**config.mk**
```make
export PLATFORM = sky130hd
export DESIGN_NAME = pipeline_hazard_ctrl
export DESIGN_NICKNAME = d
export VERILOG_FILES = /design/src/rtl/pipe_ctrl_pkg.sv /design/src/rtl/fwd_select.sv /design/src/rtl/pipeline_hazard_ctrl.sv
export SDC_FILE = /design/constraint.sdc
export NUM_CORES = 1
export LEC_CHECK = 0
export CAP_MARGIN = 20
export CORE_MARGIN = 2
export CORE_UTILIZATION = 34
export CTS_BUF_LIST = sky130_fd_sc_hd__clkbuf_16
export DETAILED_ROUTE_END_ITERATION = 8
export DONT_BUFFER_PORTS = 1
export HOLD_SLACK_MARGIN = 0.02
export SETUP_SLACK_MARGIN = 0.5
export SKIP_LAST_GASP = 1
export SLEW_MARGIN = 20
export SYNTH_ARGS = -nofsm -noshare
export SYNTH_HDL_FRONTEND = slang
export SYNTH_SLANG_ARGS = --single-unit
```
**constraint.sdc**
```tcl
create_clock -name Clk -period 1.9 [get_ports Clk]
set_input_delay 0.285 -clock Clk [delete_from_list [all_inputs] [get_ports Clk]]
set_output_delay 0.285 -clock Clk [all_outputs]
set_load 0.005 [all_outputs]
```
**src/rtl/pipe_ctrl_pkg.sv**
```systemverilog
// rtl/pipe_ctrl_pkg.sv - shared encodings for the pipeline hazard controller
package pipe_ctrl_pkg;

  typedef enum logic [1:0] {
    RUN    = 2'd0,
    STALL  = 2'd1,
    HALTED = 2'd2
  } state_t;

  localparam logic [1:0] FWD_RF  = 2'b00;
  localparam logic [1:0] FWD_EX  = 2'b01;
  localparam logic [1:0] FWD_MEM = 2'b10;
  localparam logic [1:0] FWD_WB  = 2'b11;

  // R15 reads return the PC, never a forwarded result
  localparam logic [3:0] PC_REG = 4'd15;

endpackage

```
**src/rtl/fwd_select.sv**
```systemverilog
// rtl/fwd_select.sv - priority comparator picking one operand's forwarding source
module fwd_select
  import pipe_ctrl_pkg::*;
#(
  parameter int REG_W = 4
) (
  input  logic [REG_W-1:0] src,
  input  logic             use_src,
  input  logic             ex_vld,
  input  logic [REG_W-1:0] ex_rd,
  input  logic             ex_load,
  input  logic             mem_vld,
  input  logic [REG_W-1:0] mem_rd,
  input  logic             wb_vld,
  input  logic [REG_W-1:0] wb_rd,
  output logic [1:0]       fwd,
  output logic             ex_load_hit
);

  logic live;

  assign live = use_src && (src != REG_W'(PC_REG));

  // Youngest producer wins; a load still in EX has no data yet, so it
  // blocks older matches and reports a hit for the stall logic instead
  always_comb begin
    fwd         = FWD_RF;
    ex_load_hit = 1'b0;
    if (live && ex_vld && (ex_rd == src)) begin
      if (ex_load) ex_load_hit = 1'b1;
      else         fwd         = FWD_EX;
    end else if (live && mem_vld && (mem_rd == src)) begin
      fwd = FWD_MEM;
    end else if (live && wb_vld && (wb_rd == src)) begin
      fwd = FWD_WB;
    end
  end

endmodule

```
**src/rtl/pipeline_hazard_ctrl.sv**
```systemverilog
// rtl/pipeline_hazard_ctrl.sv - stall, flush, halt and forwarding control for the 5-stage pipe
module pipeline_hazard_ctrl
  import pipe_ctrl_pkg::*;
#(
  parameter int REG_W = 4,
  parameter int CNT_W = 16
) (
  input  logic             Clk,
  input  logic             Clr,
  input  logic [REG_W-1:0] id_rn,
  input  logic [REG_W-1:0] id_rm,
  input  logic [REG_W-1:0] id_rd,
  input  logic             id_use_rn,
  input  logic             id_use_rm,
  input  logic             id_use_rd,
  input  logic             id_rf_enable,
  input  logic             id_load,
  input  logic             id_b_instr,
  input  logic             id_cond_true,
  input  logic             halt,
  output logic             pc_le,
  output logic             ifid_e,
  output logic             ifid_clr,
  output logic             nop_sel,
  output logic             pc_sel_target,
  output logic [1:0]       fwd_a,
  output logic [1:0]       fwd_b,
  output logic [1:0]       fwd_d,
  output logic [CNT_W-1:0] stall_cnt,
  output logic [CNT_W-1:0] flush_cnt,
  output logic [1:0]       state_o
);

  state_t state, state_nx;

  logic             ex_vld, ex_load, mem_vld, wb_vld;
  logic [REG_W-1:0] ex_rd, mem_rd, wb_rd;

  logic [1:0] sel_a, sel_b, sel_d;
  logic       hit_a, hit_b, hit_d;
  logic       load_use, br_taken;
  logic       stall_inc, flush_inc;

  fwd_select #(.REG_W(REG_W)) u_fwd_a (
    .src(id_rn), .use_src(id_use_rn),
    .ex_vld(ex_vld), .ex_rd(ex_rd), .ex_load(ex_load),
    .mem_vld(mem_vld), .mem_rd(mem_rd), .wb_vld(wb_vld), .wb_rd(wb_rd),
    .fwd(sel_a), .ex_load_hit(hit_a)
  );

  fwd_select #(.REG_W(REG_W)) u_fwd_b (
    .src(id_rm), .use_src(id_use_rm),
    .ex_vld(ex_vld), .ex_rd(ex_rd), .ex_load(ex_load),
    .mem_vld(mem_vld), .mem_rd(mem_rd), .wb_vld(wb_vld), .wb_rd(wb_rd),
    .fwd(sel_b), .ex_load_hit(hit_b)
  );

  fwd_select #(.REG_W(REG_W)) u_fwd_d (
    .src(id_rd), .use_src(id_use_rd),
    .ex_vld(ex_vld), .ex_rd(ex_rd), .ex_load(ex_load),
    .mem_vld(mem_vld), .mem_rd(mem_rd), .wb_vld(wb_vld), .wb_rd(wb_rd),
    .fwd(sel_d), .ex_load_hit(hit_d)
  );

  assign load_use = hit_a | hit_b | hit_d;
  assign br_taken = id_b_instr & id_cond_true;

  // While reset is held no stale scoreboard entry may steer the operand muxes
  assign fwd_a   = Clr ? sel_a : FWD_RF;
  assign fwd_b   = Clr ? sel_b : FWD_RF;
  assign fwd_d   = Clr ? sel_d : FWD_RF;
  assign state_o = state;

  // Scoreboard shift: a bubbled ID stage enters EX as an invalid entry
  always_ff @(posedge Clk or negedge Clr) begin
    if (!Clr) begin
      ex_vld  <= 1'b0;
      ex_rd   <= '0;
      ex_load <= 1'b0;
      mem_vld <= 1'b0;
      mem_rd  <= '0;
      wb_vld  <= 1'b0;
      wb_rd   <= '0;
    end else begin
      ex_vld  <= id_rf_enable & ~nop_sel;
      ex_rd   <= id_rd;
      ex_load <= id_load & ~nop_sel;
      mem_vld <= ex_vld;
      mem_rd  <= ex_rd;
      wb_vld  <= mem_vld;
      wb_rd   <= mem_rd;
    end
  end

  // FSM state register
  always_ff @(posedge Clk or negedge Clr) begin
    if (!Clr) state <= RUN;
    else      state <= state_nx;
  end

  // Next state and Mealy pipeline controls; halt > load-use > taken branch
  always_comb begin
    state_nx      = state;
    pc_le         = 1'b0;
    ifid_e        = 1'b0;
    ifid_clr      = 1'b0;
    nop_sel       = 1'b1;
    pc_sel_target = 1'b0;
    stall_inc     = 1'b0;
    flush_inc     = 1'b0;
    case (state)
      RUN, STALL: begin
        if (halt) begin
          state_nx = HALTED;
        end else if (load_use) begin
          // EX is a bubble during STALL, so a stall never repeats back to back
          state_nx  = (state == RUN) ? STALL : RUN;
          stall_inc = 1'b1;
        end else begin
          state_nx = RUN;
          pc_le    = 1'b1;
          ifid_e   = 1'b1;
          nop_sel  = 1'b0;
          if (br_taken) begin
            pc_sel_target = 1'b1;
            ifid_clr      = 1'b1;
            flush_inc     = 1'b1;
          end
        end
      end
      HALTED: begin
        if (!halt) state_nx = RUN;
      end
      default: state_nx = RUN;
    endcase
    if (!Clr) begin
      pc_le         = 1'b0;
      ifid_e        = 1'b0;
      ifid_clr      = 1'b1;
      nop_sel       = 1'b1;
      pc_sel_target = 1'b0;
    end
  end

  // Saturating performance counters
  always_ff @(posedge Clk or negedge Clr) begin
    if (!Clr) begin
      stall_cnt <= '0;
      flush_cnt <= '0;
    end else begin
      if (stall_inc && (stall_cnt != '1)) stall_cnt <= stall_cnt + CNT_W'(1);
      if (flush_inc && (flush_cnt != '1)) flush_cnt <= flush_cnt + CNT_W'(1);
    end
  end

endmodule

```
; After elaboration in Yosys (flattened, before gate mapping)
; Index checks and enable logic that the tools add are counted.
[totals]
regBits = 50
wordCells = 98
[classes]
n_eq_ne = 17
muxes = 38
n_bitwise = 6
reduce_logical = 25
n_addsub = 2
[op_table]
columns = cell, count
row1 = equality test 4 bit, 9
row2 = adder 16 x 1 -> 16 bit (second input constant), 2
row3 = inequality test 16 bit (second input constant), 2
row4 = 2-to-1 mux 2 bit, 14
row5 = logical AND 1 bit, 23
row6 = 2-to-1 mux 1 bit, 23
row7 = inequality test 4 bit (second input constant), 3
row8 = case mux 2 bit (2 select lines), 1
row9 = bitwise AND 1 bit, 3
row10 = equality test 2 x 1 -> 1 bit (second input constant), 1
row11 = equality test 2 bit (second input constant), 1
row12 = zero test 2 bit, 1
row13 = inequality test 2 bit (second input constant), 1
row14 = OR 1 bit, 2
row15 = OR reduction 2 bit, 1
row16 = inverter 1 bit, 1

; Longest topological paths before layout
; Gate-level depths: netlist of run 1.
[logic_depth]
depth_word = 13
mapped_depth = 9
mapped_depth_nobuf = 7

; Cells and area by module
; From an unflattened synthesis of run 1, not the netlist that was laid out.
[hier_totals]
hier_cells = 262
hier_area_um2 = 2765.2
[modules_own_cells]
columns = mod, seq_area_each_um2, instances, cells_each, area_each_um2
row1 = pipeline_hazard_ctrl, 1251.2, 1, 181, 2175.8
row2 = fwd_select, 0.0, 3, 27, 196.4

; Least setup slack after synthesis of run 1
; OpenSTA, ideal clock, no wires.
[synth_path]
kind = register to output
startpoint = register ex_rd[0]
endpoint = output pc_le
t_required_ns = 1.615
slack_ns = -0.007
path_stages_with_launch = 8
t_arrival_ns = 1.622
path_buffers = 2
path_cell_list = dfrtp_1 -> buf_6 -> xnor2_1 -> nand4_2 -> o32ai_2 -> nor2_1 -> and2_1 -> buf_4
[synth_between]
elab_chain_len = 9
elab_cells_between_ends = 15
[synth_lines]
columns = item, line
row1 = "start, declared", pipeline_hazard_ctrl.sv:37  ; logic [REG_W-1:0] ex_rd, mem_rd, wb_rd;
row2 = "start signal, assigned", pipeline_hazard_ctrl.sv:86  ; ex_rd <= id_rd;
row3 = equality test 4 bit, fwd_select.sv:29  ; if (live && ex_vld && (ex_rd == src)) begin
row4 = logical AND 1 bit, fwd_select.sv:29
row5 = 2-to-1 mux 1 bit, fwd_select.sv:29
row6 = OR 1 bit, pipeline_hazard_ctrl.sv:65  ; assign load_use = hit_a | hit_b | hit_d;
row7 = OR 1 bit (*), pipeline_hazard_ctrl.sv:65
row8 = 2-to-1 mux 1 bit (*) (4 in a row), n/a
row9 = "end, declared", pipeline_hazard_ctrl.sv:21  ; output logic pc_le,
; Every way passes the cells marked *; elsewhere a longest branch is shown, timed or not.

; Worst setup path in the final report of run 1
[layout_path]
startpoint = register ex_rd[2]
endpoint = register flush_cnt[1]
[layout_between]
elab_chain_len = 9
elab_cells_between_ends = 15
[layout_lines]
columns = item, line
row1 = equality test 4 bit, fwd_select.sv:29
row2 = logical AND 1 bit, fwd_select.sv:29
row3 = 2-to-1 mux 1 bit, fwd_select.sv:29
row4 = OR 1 bit, pipeline_hazard_ctrl.sv:65
row5 = OR 1 bit (*), pipeline_hazard_ctrl.sv:65
row6 = 2-to-1 mux 1 bit (*), pipeline_hazard_ctrl.sv:115  ; end else if (load_use) begin
row7 = 2-to-1 mux 1 bit (*), pipeline_hazard_ctrl.sv:113  ; if (halt) begin
row8 = 2-to-1 mux 1 bit (*), pipeline_hazard_ctrl.sv:111  ; case (state)
row9 = logical AND 1 bit (*), pipeline_hazard_ctrl.sv:152  ; if (flush_inc && (flush_cnt != '1)) flush_cnt <= flush_cnt + CNT_W'(1);
row10 = "end signal, assigned", pipeline_hazard_ctrl.sv:152
row11 = "end, declared", pipeline_hazard_ctrl.sv:30  ; output logic [CNT_W-1:0] flush_cnt,
; Marks and branches as above.
; A chain may end at the register's enable or synchronous reset.

==> impl_metrics.py, run 1 <==
metrics = {
    "run_status": {
        "violations": "negative hold slack, negative setup slack",
        "run_status": "complete, but fails checks",
    },
    "global_route": {
        "grt_usage_pct": 16.23,
        "antenna_found_initial": 0,
        "grt_max_degree": 62,
        "grt_pass1_wl_mm": 11.23,
        "grt_pass1_vias": 2179,
        "grt-ovfl-total": 0,
    },
    "critical_path": {
        "crit_family": "buffers and inverters",
        "worstPathRequired_ns": 2.08,
        "critPathMaxStageDelay_ns": 0.47,
        "crit_slowest_cell": "dfrtp_2",
        "crit_fanout": 6,
        "crit_path_cell_trace": "buf_6 > xnor2_4 > nand4_4 > o32ai_4 > buf_4 > buf_6 > nor3_4 > buf_6 > mux2_4",
        "path_buf_inv": 4,
        "crit_top_cell": "buf_6",
        "arrival_ns": 2.23,
        "endpoint_kind": "flip-flop",
        "path_class": "flip-flop to flip-flop",
        "start_kind": "flip-flop",
    },
    "timing": {
        "grt_setup_unrepaired": "yes",
        "finalWorstPathRequiredPeriod_ns": 2.049,
        "worst_slew_pin_slew_ns": 0.4084,
        "max_freq_mhz": 488.1,
        "max_slew_margin_pct": 72.77,
        "hold_slack_ns": -0.3154,
        "setup_viol": 39,
        "maxSlewViolCount": 0,
        "fin_ws_ns": -0.1487,
        "hold_viol_final": 50,
        "min_period_over_period_pct": 107.8,
        "skew_ns": 0.006387,
    },
    "layout": {
        "fin_util_pct": 48.93,
        "final_layout_size_suffix_gt1_share_pct": 46.45,
        "layout.nets": 333,
        "final_cells": 415,
        "fillers": 764,
        "antenna_cells": 0,
        "syn_to_final_growth_pct": 41.11,
    },
    "routing": {
        "antenna_left": 0,
        "drtPass1Iterations": 4,
        "drt-met1-wl_mm": 3.110,
        "avgRoutedWirePerCell_um": 17.30,
        "dr_wl_met3_um": 460,
        "drtIter0Drc": 91,
        "top_layer_used": "met4",
        "wl_mm": 7.180,
        "vias": 2138,
        "vias_per_cell": 5.152,
        "routed-wl-met2_mm": 3.529,
        "drcViolationCount": 0,
    },
    "logic_synthesis": {
        "synth.most_common_cell": "dfrtp_1",
        "yosysSeqAreaShare_pct": 44.58,
        "synth_async_sr_flop_share_pct": 100.0,
        "synthMuxAreaShare_pct": 1.694,
        "synth_nets": 291,
        "postSynthCellCount": 267,
        "synth_top_cell_by_area": "dfrtp_1",
        "synth-edff-count": 0,
        "synth_common_cells": "dfrtp_1, xnor2_1, xor2_1, nand2_1, nand4_1",
        "synth_seq_cells": 50,
        "yosys.area.top_type_share_pct": 44.58,
        "syn_avg_cell_area_um2": 10.51,
        "synth_area_mm2": 0.002806,
        "synth-xor-area-share_pct": 20.29,
        "yosysWarnings": 0,
        "synth_top_family_by_area": "simple AND/OR/NAND/NOR gates",
        "synthAdderAreaFrac_pct": 0.8917,
        "yosys.cell_types.count": 44,
        "synth_area_leaders": "dfrtp_1, xnor2_1, xor2_1",
        "yosys.area_share.simple_pct": 24.88,
        "synth_compound_area_share_pct": 4.235,
        "synthFlopType": "dfrtp_1",
    },
    "floorplan": {
        "die_x_um": 94.85,
        "initial_core_util_pct": 34.68,
        "ios": 67,
        "core_area_mm2": 0.008093,
        "dieArea_mm2": 0.008997,
        "dieHeight_um": 94.85,
        "row_count": 33,
    },
    "clock_network": {
        "cts-htree-levels": 2,
        "cts_tree": "built",
        "clock_sinks": 50,
        "clockBufferDepth": 2,
        "hold_buffers": 4,
        "clk_pin_slew_ns": 0.07,
        "cts_made_buffers": 5,
        "worst_skew_pair.late_latency_ns": 0.29,
        "cts-root-buf": "clkbuf_16",
    },
    "placement": {
        "dp.cells": 384,
        "io_buffer_count": 0,
        "gp_congestion": 0.8219,
        "dp_hpwl_mm": 4.955,
    },
    "power": {
        "peakVddDrop_mv": 0.4933,
        "leakagePower_uw": 0.001701,
        "powerDensity_mw_per_mm2": 662.4,
        "p_total_uw": 2623,
    },
    "run": {
        "maxCapViolations": 0,
    },
    "min_path": {
        "hold_class": "input port to async pin",
    },
}
[area by class of cell]
cell class | instances | area [um2] | share of cell area (%)
multi-input cells | 201 | 1959 | 49.48
flip-flops and latches | 50 | 1260 | 31.82
repair buffers | 48 | 431.7 | 10.90
well taps | 105 | 131.4 | 3.318
clock buffers | 5 | 125.1 | 3.160
clock inverters | 3 | 41.29 | 1.043
inverters | 3 | 11.26 | 0.2844
[cells by family (layout without fill, tap and decap cells)]
| logic type | Yosys count | after routing |
|---|---|---|
| compound gates | 15 | 15 |
| xor+xnor | 65 | 65 |
| fa+ha+maj | 2 | 2 |
| buf+inv | 16 | 59 |
| flops | 50 | 50 |
| mux | 4 | 4 |
| simple gates | 115 | 115 |
[per-stage QoR]
stage          area [um2]  hold slack [ns]  setup WS (ns)  setup TNS, ns
5_1_grt              3960          -0.3298        -0.2487         -6.652
6_report             3960          -0.3154        -0.1487         -2.793
4_1_cts              3677          -0.3231        -0.1439         -1.505
2_1_floorplan        3037         -0.01059        0.07336              0
3_3_place_gp         3232        -0.008414        0.05389              0
3_5_place_dp         3232        -0.008556       0.008438              0
[layer usage]
layer	vias up	track usage (%)
li1	1011	-
met1	1060	21.30
met2	58	26.00
met3	9	5.028
met4	0	4.348
met5	-	0
[flip-flops by register name, indices dropped and copies added, names as in the netlist]
register	count
ex_load	1
ex_rd	4
ex_vld	1
flush_cnt	16
mem_rd	4
mem_vld	1
stall_cnt	16
state_o	2
wb_rd	4
wb_vld	1
[path summary, 6_finish.rpt]
kind                                start            to  slack, ns  depth (start not counted)
max in group asynchronous             Clr     mem_rd[0]       2.11                          0
worst min-delay path                  Clr  flush_cnt[1]      -0.32                          0
worst max-delay path             ex_rd[2]  flush_cnt[1]      -0.15                          9
min in group Clk                     halt    state_o[1]       0.14                          1
worst min register to register  mem_rd[0]      wb_rd[0]       0.47                          0
worst max register to register   ex_rd[2]  flush_cnt[1]      -0.15                          9
[worst reg2reg max path: stages (launching register included)]
cell     delay, ns
dfrtp_2       0.47
buf_6         0.15
xnor2_4       0.12
nand4_4       0.12
o32ai_4       0.11
buf_4         0.15
buf_6         0.11
nor3_4        0.20
buf_6         0.19
mux2_4        0.31
[layout by cell type, fill, tap and decap left out, types with 9 or more instances in the layout]
| cell type | n |
|---|---|
| xnor2_1 | 15 |
| xor2_1 | 30 |
| nand2_1 | 15 |
| buf_4 | 31 |
| dfrtp_1 | 43 |
| xnor2_2 | 17 |
| buf_6 | 11 |
| nor2_4 | 9 |
| nand4_1 | 16 |
[what timing repair did]
action | in CTS | in global routing
buffers inserted | 10 | 8
resized for setup | 33 | 41
endpoints found under the hold margin | 54 | 50
setup endpoints to repair | 46 | 46
gates cloned | 1 | 0
pin swaps | 13 | 35
[power breakdown]
part / switching [uW] / leakage, uW / total [uW] / internal, uW
Combinational: 194 / 0.000964 / 425 / 231
Clock: 391 / 0.0000812 / 1010 / 617
Sequential: 69.8 / 0.000655 / 1190 / 1120
Total: 655 / 0.00170 / 2620 / 1970
(Power assumes the default switching activity.)
==> inputs of run 2 (changes only) <==
--- a/config.mk
+++ b/config.mk
@@ -6,12 +6,12 @@
 export NUM_CORES = 1
 export LEC_CHECK = 0
 export CAP_MARGIN = 20
-export CORE_MARGIN = 2
 export CORE_UTILIZATION = 34
 export CTS_BUF_LIST = sky130_fd_sc_hd__clkbuf_16
 export DETAILED_ROUTE_END_ITERATION = 8
 export DONT_BUFFER_PORTS = 1
 export HOLD_SLACK_MARGIN = 0.02
+export REMOVE_ABC_BUFFERS = 1
 export SETUP_SLACK_MARGIN = 0.5
 export SKIP_LAST_GASP = 1
 export SLEW_MARGIN = 20
==> run 2 against run 1 <==
The flow still finishes with violations (negative hold slack, negative setup slack). Via count down 3.9%. Sequential cell count stayed put. Sequential share of layout area up 2.5 points. Sequential power about the same. Routed wire length down 5.8%. Core utilization down 2.2 points. Worst setup slack worse by 0.015 ns. Global-route usage grew 0.13 points. Register-to-register slack worse by 0.02 ns. First-iteration DRC count shrank 22%. Clock-buffer cell count unchanged.
==> impl_metrics.py, run 2 (synthesis gave the netlist of run 1 again) <==
metrics = {
    "run_status": {
        "run_status": "complete, but fails checks",
        "violations": "negative hold slack, negative setup slack",
    },
    "timing": {
        "maxSlewViolCount": 0,
        "max_freq_mhz": 484.5,
        "finalWorstPathRequiredPeriod_ns": 2.064,
        "hold_viol_final": 50,
        "min_period_over_period_pct": 108.6,
        "grt_setup_unrepaired": "yes",
        "hold_slack_ns": -0.3164,
        "max_slew_margin_pct": 72.83,
        "fin_ws_ns": -0.1639,
        "setup_viol": 27,
        "setup_tns_ns": -2.158,
        "worst_slew_pin_slew_ns": 0.4033,
        "skew_ns": 0.004355,
    },
    "routing": {
        "vias": 2055,
        "drtIter0Drc": 71,
        "drcViolationCount": 0,
        "wl_mm": 6.760,
        "drtPass1Iterations": 4,
        "antenna_left": 0,
        "vias_per_cell": 5.062,
        "avgRoutedWirePerCell_um": 16.65,
    },
    "global_route": {
        "grt_usage_pct": 16.36,
        "grt_pass1_vias": 2182,
        "antenna_found_initial": 0,
        "grt-ovfl-total": 0,
        "grt_pass1_wl_mm": 10.97,
        "grt_max_degree": 62,
    },
    "placement": {
        "place_ws_ns": -0.01243,
        "io_buffer_count": 0,
        "gp_congestion": 0.8537,
        "dp_hpwl_mm": 4.779,
    },
    "layout": {
        "final_layout_size_suffix_gt1_share_pct": 36.51,
        "final_common_cell": "dfrtp_1",
        "layout.nets": 327,
        "reg.largest.list": "flush_cnt x16, stall_cnt x16",
        "antenna_cells": 0,
        "layout_common_cells": "dfrtp_1, buf_4, xor2_1",
        "syn_to_final_growth_pct": 30.58,
    },
    "power": {
        "peakVddDrop_mv": 0.5238,
        "p_total_uw": 2566,
        "leakagePower_uw": 0.001594,
        "powerDensity_mw_per_mm2": 700.3,
    },
    "critical_path": {
        "worstPathRequired_ns": 1.62,
        "start_kind": "flip-flop",
        "path_class": "flip-flop to primary output",
        "endpoint_kind": "primary output",
        "crit_fanout": 4,
        "arrival_ns": 1.78,
    },
    "clock_network": {
        "worst_skew_pair.late_latency_ns": 0.29,
        "cts-root-buf": "clkbuf_16",
        "cts_tree": "built",
        "clock_sinks": 50,
        "clockBufferDepth": 2,
        "cts_made_buffers": 5,
        "clk_pin_slew_ns": 0.07,
        "hold_buffers": 4,
        "cts-htree-levels": 2,
    },
    "run": {
        "maxCapViolations": 0,
    },
    "floorplan": {
        "core_area_mm2": 0.007848,
        "initial_core_util_pct": 35.76,
        "die_x_um": 92.85,
        "row_count": 32,
        "ios": 67,
        "dieArea_mm2": 0.008621,
        "dieHeight_um": 92.85,
    },
    "min_path": {
        "hold_class": "input port to async pin",
    },
}
## run 2: changes by cell type in the layout (fill, tap and decap cells not counted), moves of 3 or more
| cell | before | now |
|---|---|---|
| xnor2_1 | 15 | 27 |
| and3_4 | 4 | 0 |
| nor2_2 | 1 | 9 |
| dfrtp_2 | 7 | 4 |
| and2_4 | 4 | 1 |
| and3_1 | 7 | 10 |
| xnor2_2 | 17 | 7 |
| buf_6 | 11 | 6 |
| nand3_4 | 3 | 0 |
| nor2_4 | 9 | 0 |
| dfrtp_1 | 43 | 46 |
## run 2: worst max-delay path: stages, from the launching register on
cell and delay [ns]:
dfrtp_2 0.46, xnor2_2 0.17, nand4_2 0.15, o32ai_4 0.30, nor2_2 0.10, buf_6 0.13
and3_1 0.17
## run 2: repair_timing
action	in CTS	in global routing
hold endpoints to repair	54	50
setup endpoints to repair	46	46
buffers inserted	6	2
resized for setup	39	20
pin swaps	11	19
gates cloned	0	1
## run 2: final cells by class
| cell class | instances | area [um2] |
|---|---|---|
| Fill cell | 759 | 4183 |
| Multi-Input combinational cell | 201 | 1714 |
| Sequential cell | 50 | 1256 |
| Timing Repair Buffer | 42 | 390.4 |
| Tap cell | 102 | 127.6 |
| Clock buffer | 5 | 125.1 |
| Clock inverter | 3 | 40.04 |
| Inverter | 3 | 11.26 |
## run 2: through the flow
step                      utilization (%)  hold slack (ns)  std cells  cell area, um2
after detailed placement            39.40        -0.008673        385            3092
after global routing                46.70          -0.3321        406            3665
after CTS                           44.79          -0.3252        403            3515
after global placement              39.40        -0.008701        385            3092
after floorplan                         -         -0.01059        254            2721
final                               46.70          -0.3164        406            3665
## run 2: power breakdown
part | switching (uW) | leakage, uW | internal (uW)
logic | 188 | 0.000852 | 206
clock network | 392 | 0.0000836 | 617
registers | 44.4 | 0.000658 | 1120
total | 624 | 0.00159 | 1940
## run 2: routing by layer
| layer | track usage, % | up-vias | share of wire (%) |
|---|---|---|---|
| met5 | 0 | - | 0 |
| met4 | 4.615 | 0 | 1.0 |
| met3 | 5.008 | 7 | 5.8 |
| met2 | 27.14 | 49 | 49 |
| met1 | 20.47 | 1008 | 44 |
| li1 | - | 991 | - |
## run 2: final timing paths
| kind | from | end | slack [ns] | depth (start not counted) |
|---|---|---|---|---|
| hold reg to reg | mem_vld | wb_vld | 0.46 | 0 |
| setup / recovery | ex_rd[3] | pc_sel_target | -0.16 | 6 |
| hold / removal | Clr | wb_rd[1] | -0.32 | 0 |
| min in group Clk | halt | state_o[1] | 0.14 | 1 |
| max in group asynchronous | Clr | ex_rd[3] | 2.12 | 0 |
| setup reg to reg | ex_rd[0] | flush_cnt[2] | -0.16 | 11 |
==> edit 1: new RTL, flow settings as in run 1 <==
`mem_rd` no longer has a reset.
--- a/src/rtl/pipeline_hazard_ctrl.sv
+++ b/src/rtl/pipeline_hazard_ctrl.sv
@@ -78,7 +78,6 @@
       ex_rd   <= '0;
       ex_load <= 1'b0;
       mem_vld <= 1'b0;
-      mem_rd  <= '0;
       wb_vld  <= 1'b0;
       wb_rd   <= '0;
     end else begin
@@ -86,10 +85,13 @@
       ex_rd   <= id_rd;
       ex_load <= id_load & ~nop_sel;
       mem_vld <= ex_vld;
-      mem_rd  <= ex_rd;
       wb_vld  <= mem_vld;
       wb_rd   <= mem_rd;
     end
+  end
+
+  always_ff @(posedge Clk) begin
+    mem_rd <= ex_rd;
   end
 
   // FSM state register
Check against the original RTL: no difference found for any inputs over 10 cycles, from zero or initial values; that may be too few to reach the edited logic, so the function may still have changed.
==> edit 1 against run 1 <==
  * The flow finishes with violations (setup timing)
  * Design area is 2.4% higher
  * Combinational power is 2% lower
  * Sequential cell count stayed put
  * Area after synthesis is 0.71% lower
  * Clock power is 15% lower
  * Total power is 6.1% lower
  * Core utilization is 1.2 points higher
  * Wire length is 0.79% higher
  * Sequential share of layout area is 1.3 points lower
  * Worst setup slack worse by 0.023 ns
  * Critical path depth is 1 lower
  * Non-clock buffer count is 9 higher
  * Critical endpoint is now stall_cnt[1]
  * Largest cell class unchanged
==> edit 1: results (changes against run 1) <==
stage,metric,value,unit,change
outcome,violations,setup timing,,"was hold timing, setup timing"
sta,clock_skew,0.006262,ns,was 0.006387 ns
detailed_routing,routed.top_layer,met4,,unchanged
clock_tree,htree_num_levels,2,,unchanged
min_path,hp-class,input port to register,,was input port to async pin
synthesis,ys_warn_count,0,,unchanged
grt,grt_use_total,15.89,%,was 16.23%
power,ir_drop,0.4923,mV,was 0.4933 mV
synthesis,ys_types,45,,was 44
grt,grt_pass1_vias,2199,,was 2179
power,leakagePower,1.788,nW,was 1.701 nW
clock_tree,clk_pin_slew,0.07,ns,about the same
grt,grt_max_degree,58,,was 62
synthesis,synthMuxAreaShare,1.706,%,was 1.694%
grt,grt_pass1_wl,11100,um,was 11230 um
sta,fin_setup_tns,-2.741,ns,was -2.793 ns
placement,dp_hpwl,4899,um,was 4955 um
sta,tightest_slew,0.6130,ns,was 0.4084 ns
sta,setup_viol,34,,was 39
power,p_sw,647.7,uW,was 655.0 uW
detailed_routing,route.met3.wl,450,um,was 460 um
synthesis,yosys.area_share.adder,0.8981,%,was 0.8917%
synthesis,ys_seq_area_share,44.19,%,was 44.58%
synthesis,synth_xor_area_share,20.43,%,was 20.29%
detailed_routing,routed-wl-met2,3631,um,was 3529 um
synthesis,synthArstFlopShare,92.00,%,was 100.0%
finish,drive_gt1_share,45.77,%,was 46.45%
detailed_routing,wire_per_inst,16.99,um,was 17.30 um
worst_setup_path,r2r_cells,8,,was 9
detailed_routing,vias_per_cell,5.068,,was 5.152
worst_setup_path,worstPathArrival,2.24,ns,
sta,fin_ws,-0.1716,ns,was -0.1487 ns
placement,io_buffer_count,0,,unchanged
synthesis,yosys-top-cells-area,"dfrtp_1, xnor2_1, xor2_1",,unchanged
detailed_routing,drtIter0Drc,61,,was 91
outcome,status,"complete, but fails checks",,unchanged
placement,place_ws,0.03319,ns,was 0.008438 ns
grt,antenna_found_initial,2,,was 0
-- edit 1: critical path, cell delays in order, from the launching register on --
cell and delay (ns):
dfrtp_2 0.48, buf_6 0.16, xnor2_4 0.15, nand4_4 0.16, buf_6 0.16, o22ai_4 0.21
o211ai_4 0.14, buf_12 0.20, mux2_4 0.30
-- edit 1: cell families (layout without fill, tap and decap cells) --
kind of cell	count (synthesis)	after routing
AO/OA/AOI/OAI	15	15
XOR/XNOR	65	65
adder cells (fa/ha/maj)	2	2
buffers and inverters	16	68
flip-flops	50	50
multiplexers	4	4
other	0	2
AND/OR/NAND/NOR	115	115
-- edit 1: metal layers --
layer  vias to the layer above  GRT usage (%)
li1                       1033              -
met1                      1076          20.78
met2                        45          26.01
met3                         5          4.469
met4                         0          4.227
met5                         -              0
-- edit 1: final cells by class --
| cell class | count | area (sq um) |
|---|---|---|
| Clock inverter | 3 | 12.51 |
| Inverter | 3 | 11.26 |
| Fill cell | 762 | 4039 |
| Sequential cell | 50 | 1239 |
| Tap cell | 105 | 131.4 |
| Clock buffer | 5 | 125.1 |
| Timing Repair Buffer | 57 | 559.3 |
| Antenna cell | 2 | 5.005 |
| Multi-Input combinational cell | 201 | 1971 |
-- edit 1: power by group through the flow --
stage               combinational, mW  sequential, mW  clock (mW)
CTS                             0.338            1.18       0.875
floorplan                       0.221            1.20           0
global route                    0.457            1.19       0.930
detailed placement              0.285            1.20           0
global placement                0.279            1.20           0
finish                          0.418            1.18       0.863
-- edit 1: timing repair --
item,in CTS,in global routing
hold endpoints to repair,47,49
setup buffers,12,12
pin swaps,39,25
gates resized for setup,46,34
endpoints found under the setup margin,46,46
gates cloned,2,0
hold buffers,1,5
-- edit 1: worst paths after layout --
check | to | slack [ns]
max reg2reg | stall_cnt[1] | -0.17
min reg2reg | wb_rd[2] | 0.42
min in group asynchronous | stall_cnt[2] | 0.49
min | state_o[1] | 0.14
max in group asynchronous | ex_rd[3] | 1.16
max | stall_cnt[1] | -0.17
-- edit 1: stage by stage --
step	hold slack (ns)	cell area (sq um)	cells	utilization, %
floorplan	-0.01059	3013	267	-
global placement	-0.009755	3208	384	39.64
detailed placement	-0.009919	3208	384	39.64
CTS	-0.3191	3696	407	45.67
global route	0.1243	4054	426	50.09
finish	0.1396	4054	426	50.09
==> edit 2: new RTL, flow settings as in run 1 <==
Made on the original files. Change the parameter `CNT_W` from 16 to 20.
--- a/src/rtl/pipeline_hazard_ctrl.sv
+++ b/src/rtl/pipeline_hazard_ctrl.sv
@@ -3,7 +3,7 @@
   import pipe_ctrl_pkg::*;
 #(
   parameter int REG_W = 4,
-  parameter int CNT_W = 16
+  parameter int CNT_W = 20
 ) (
   input  logic             Clk,
   input  logic             Clr,
Ports: changed (resized flush_cnt and stall_cnt); port bits go from 67 to 75. The function was not compared with the original's and may differ.
==> edit 2 against run 1 <==
  * The run still ends with hold timing, setup timing left
  * Wire length rose by 22%
  * Sequential cell count is 8 higher
  * Area after synthesis grew 11%
  * Largest cell class unchanged
  * Design area rose by 19%
  * Core utilization is 4.5 points higher
  * Non-clock buffer count is 23 higher
  * Register-to-register slack got worse by 0.15 ns
  * First-iteration DRC count increased by 40%
  * Critical path depth down 1
  * Total power up 25%
  * Worst setup slack got worse by 0.21 ns
  * Final cell count is 18% higher
  * Count of clock-buffer cells in the layout is 4 higher
==> edit 2: results (changes against run 1) <==
stage,metric,value,unit,change
synthesis,ys_types,41,,was 44
finish,reg.largest.list,"flush_cnt (20), stall_cnt (20)",,"was flush_cnt (16), stall_cnt (16)"
finish,nFillCells,750,,was 764
grt,grt_max_degree,67,,was 62
detailed_routing,wire_per_inst,17.99,um,was 17.30 um
synthesis,yosys.area_share.adder,0.8039,%,was 0.8917%
power,p_int,2.488,mW,was 1.968 mW
synthesis,syn_nets,325,,was 291
worst_setup_path,r2r-end,stall_cnt[16],,was flush_cnt[1]
grt,grt_use_met1,24.91,%,was 21.30%
worst_setup_path,r2r_cells,10,,was 9
placement,dp_hpwl,5895,um,was 4955 um
finish,drive_gt1_share,43.16,%,was 46.45%
clock_tree,htree_num_levels,3,,was 2
grt,grt_pass1_wl,14010,um,was 11230 um
worst_setup_path,r2r_slack,-0.30,ns,was -0.15 ns
clock_tree,insertion_delay,0.32,ns,was 0.29 ns
clock_tree,cts_made_buffers,9,,was 5
grt,grt_use_total,18.11,%,was 16.23%
sta,hold_ws,-0.3440,ns,was -0.3154 ns
worst_setup_path,worstPathArrival,1.97,ns,was 2.23 ns
synthesis,synthTopCellsByCount,"dfrtp_1, xor2_1, xnor2_1, nand4_1, nand2_1",,"was dfrtp_1, xnor2_1, xor2_1, nand2_1, nand4_1"
grt,grt.met2_usage,26.72,%,was 26.00%
detailed_routing,drtIter0Drc,127,,was 91
sta,fin_setup_tns,-7.986,ns,was -2.793 ns
sta,setup_viol,45,,was 39
outcome,status,"complete, but fails checks",,unchanged
outcome,violations,"hold timing, setup timing",,unchanged
synthesis,synthMuxAreaShare,1.407,%,was 1.694%
grt,met3_usage,5.622,%,was 5.028%
synthesis,yosys-top-cells-area,"dfrtp_1, xor2_1, xnor2_1",,"was dfrtp_1, xnor2_1, xor2_1"
sta,fin_ws,-0.3556,ns,was -0.1487 ns
synthesis,synth_xor_area_share,18.85,%,was 20.29%
worst_setup_path,crit_end,nop_sel,,was flush_cnt[1]
power,ir_drop,0.4678,mV,was 0.4933 mV
sta,hold_violations,58,,was 50
worst_setup_path,critPathMaxFanout,4,,was 6
finish,nets,400,,was 333
clock_tree,clk_pin_slew,0.05,ns,was 0.07 ns
## edit 2: changes by cell type in the layout (fill, tap and decap cells not counted), moves of 5 or more
cell / delta
dfrtp_1: +11
buf_4: +20
nor4_4: +8
xnor2_2: -14
nor2_4: -5
nand4_1: +13
xnor2_1: +11
nor3_4: +13
## edit 2: what timing repair did
| item | 4_1_cts | 5_1_grt |
|---|---|---|
| gates resized for setup | 47 | 38 |
| cloned | 1 | 0 |
| endpoints found under the hold margin | 62 | 58 |
| endpoints found under the setup margin | 54 | 54 |
| buffers inserted | 9 | 7 |
| pin swaps | 37 | 20 |
## edit 2: cell type report
cell class	count	area [sq um]	share of cell area [%]
Clock buffer	9	225.2	4.782
Inverter	6	22.52	0.4782
Multi-Input combinational cell	230	2171	46.09
Clock inverter	6	58.81	1.249
Sequential cell	58	1456	30.92
Timing Repair Buffer	71	640.6	13.60
Tap cell	108	135.1	2.869
## edit 2: critical path, stage by stage, from the launching register on
cell and delay (ns):
dfrtp_2 0.45, buf_4 0.16, xnor2_2 0.17, nand3_2 0.12, nor3_4 0.30, nor3_4 0.09, and3_4 0.20, buf_6 0.12
inv_2 0.04
## edit 2: routing by layer
metal | share of wire (%) | vias up
li1 | - | 1243
met1 | 45 | 1286
met2 | 47 | 62
met3 | 5.7 | 23
met4 | 2.0 | 0
met5 | 0 | -
## edit 2: power groups by stage
stage,sequential (mW),combinational (mW),clock (mW)
after detailed placement,1.37,0.295,0
after floorplan,1.38,0.164,0
after global placement,1.37,0.291,0
after global routing,1.36,0.409,1.65
final,1.35,0.375,1.55
after CTS,1.35,0.339,1.59
## edit 2: kinds of logic (layout without fill, tap and decap cells)
group	Yosys count	in the layout
buffers and inverters	13	92
and+or+nand+nor	144	144
muxes	4	4
adders and majority gates	2	2
DFF	58	58
AOI/OAI and AO/OA	13	13
xor gates and xnor gates	67	67
## edit 2: worst min-delay path by stage
stage	cells past startpoint	start	endpoint
floorplan	0	Clr	ex_load
global placement	0	Clr	wb_vld
detailed placement	0	Clr	wb_vld
CTS	0	Clr	stall_cnt[13]
global route	0	Clr	stall_cnt[19]
finish	0	Clr	stall_cnt[3]
## edit 2: through the flow
step / utilization [%] / cell area (sq um) / setup slack (ns) / instances
floorplan: - / 3301 / 0.1012 / 301
detailed placement: 43.01 / 3787 / -0.1448 / 452
global route: 53.48 / 4710 / -0.4431 / 488
global placement: 43.01 / 3787 / -0.07386 / 452
finish: 53.48 / 4710 / -0.3556 / 488
CTS: 50.65 / 4461 / -0.3749 / 481
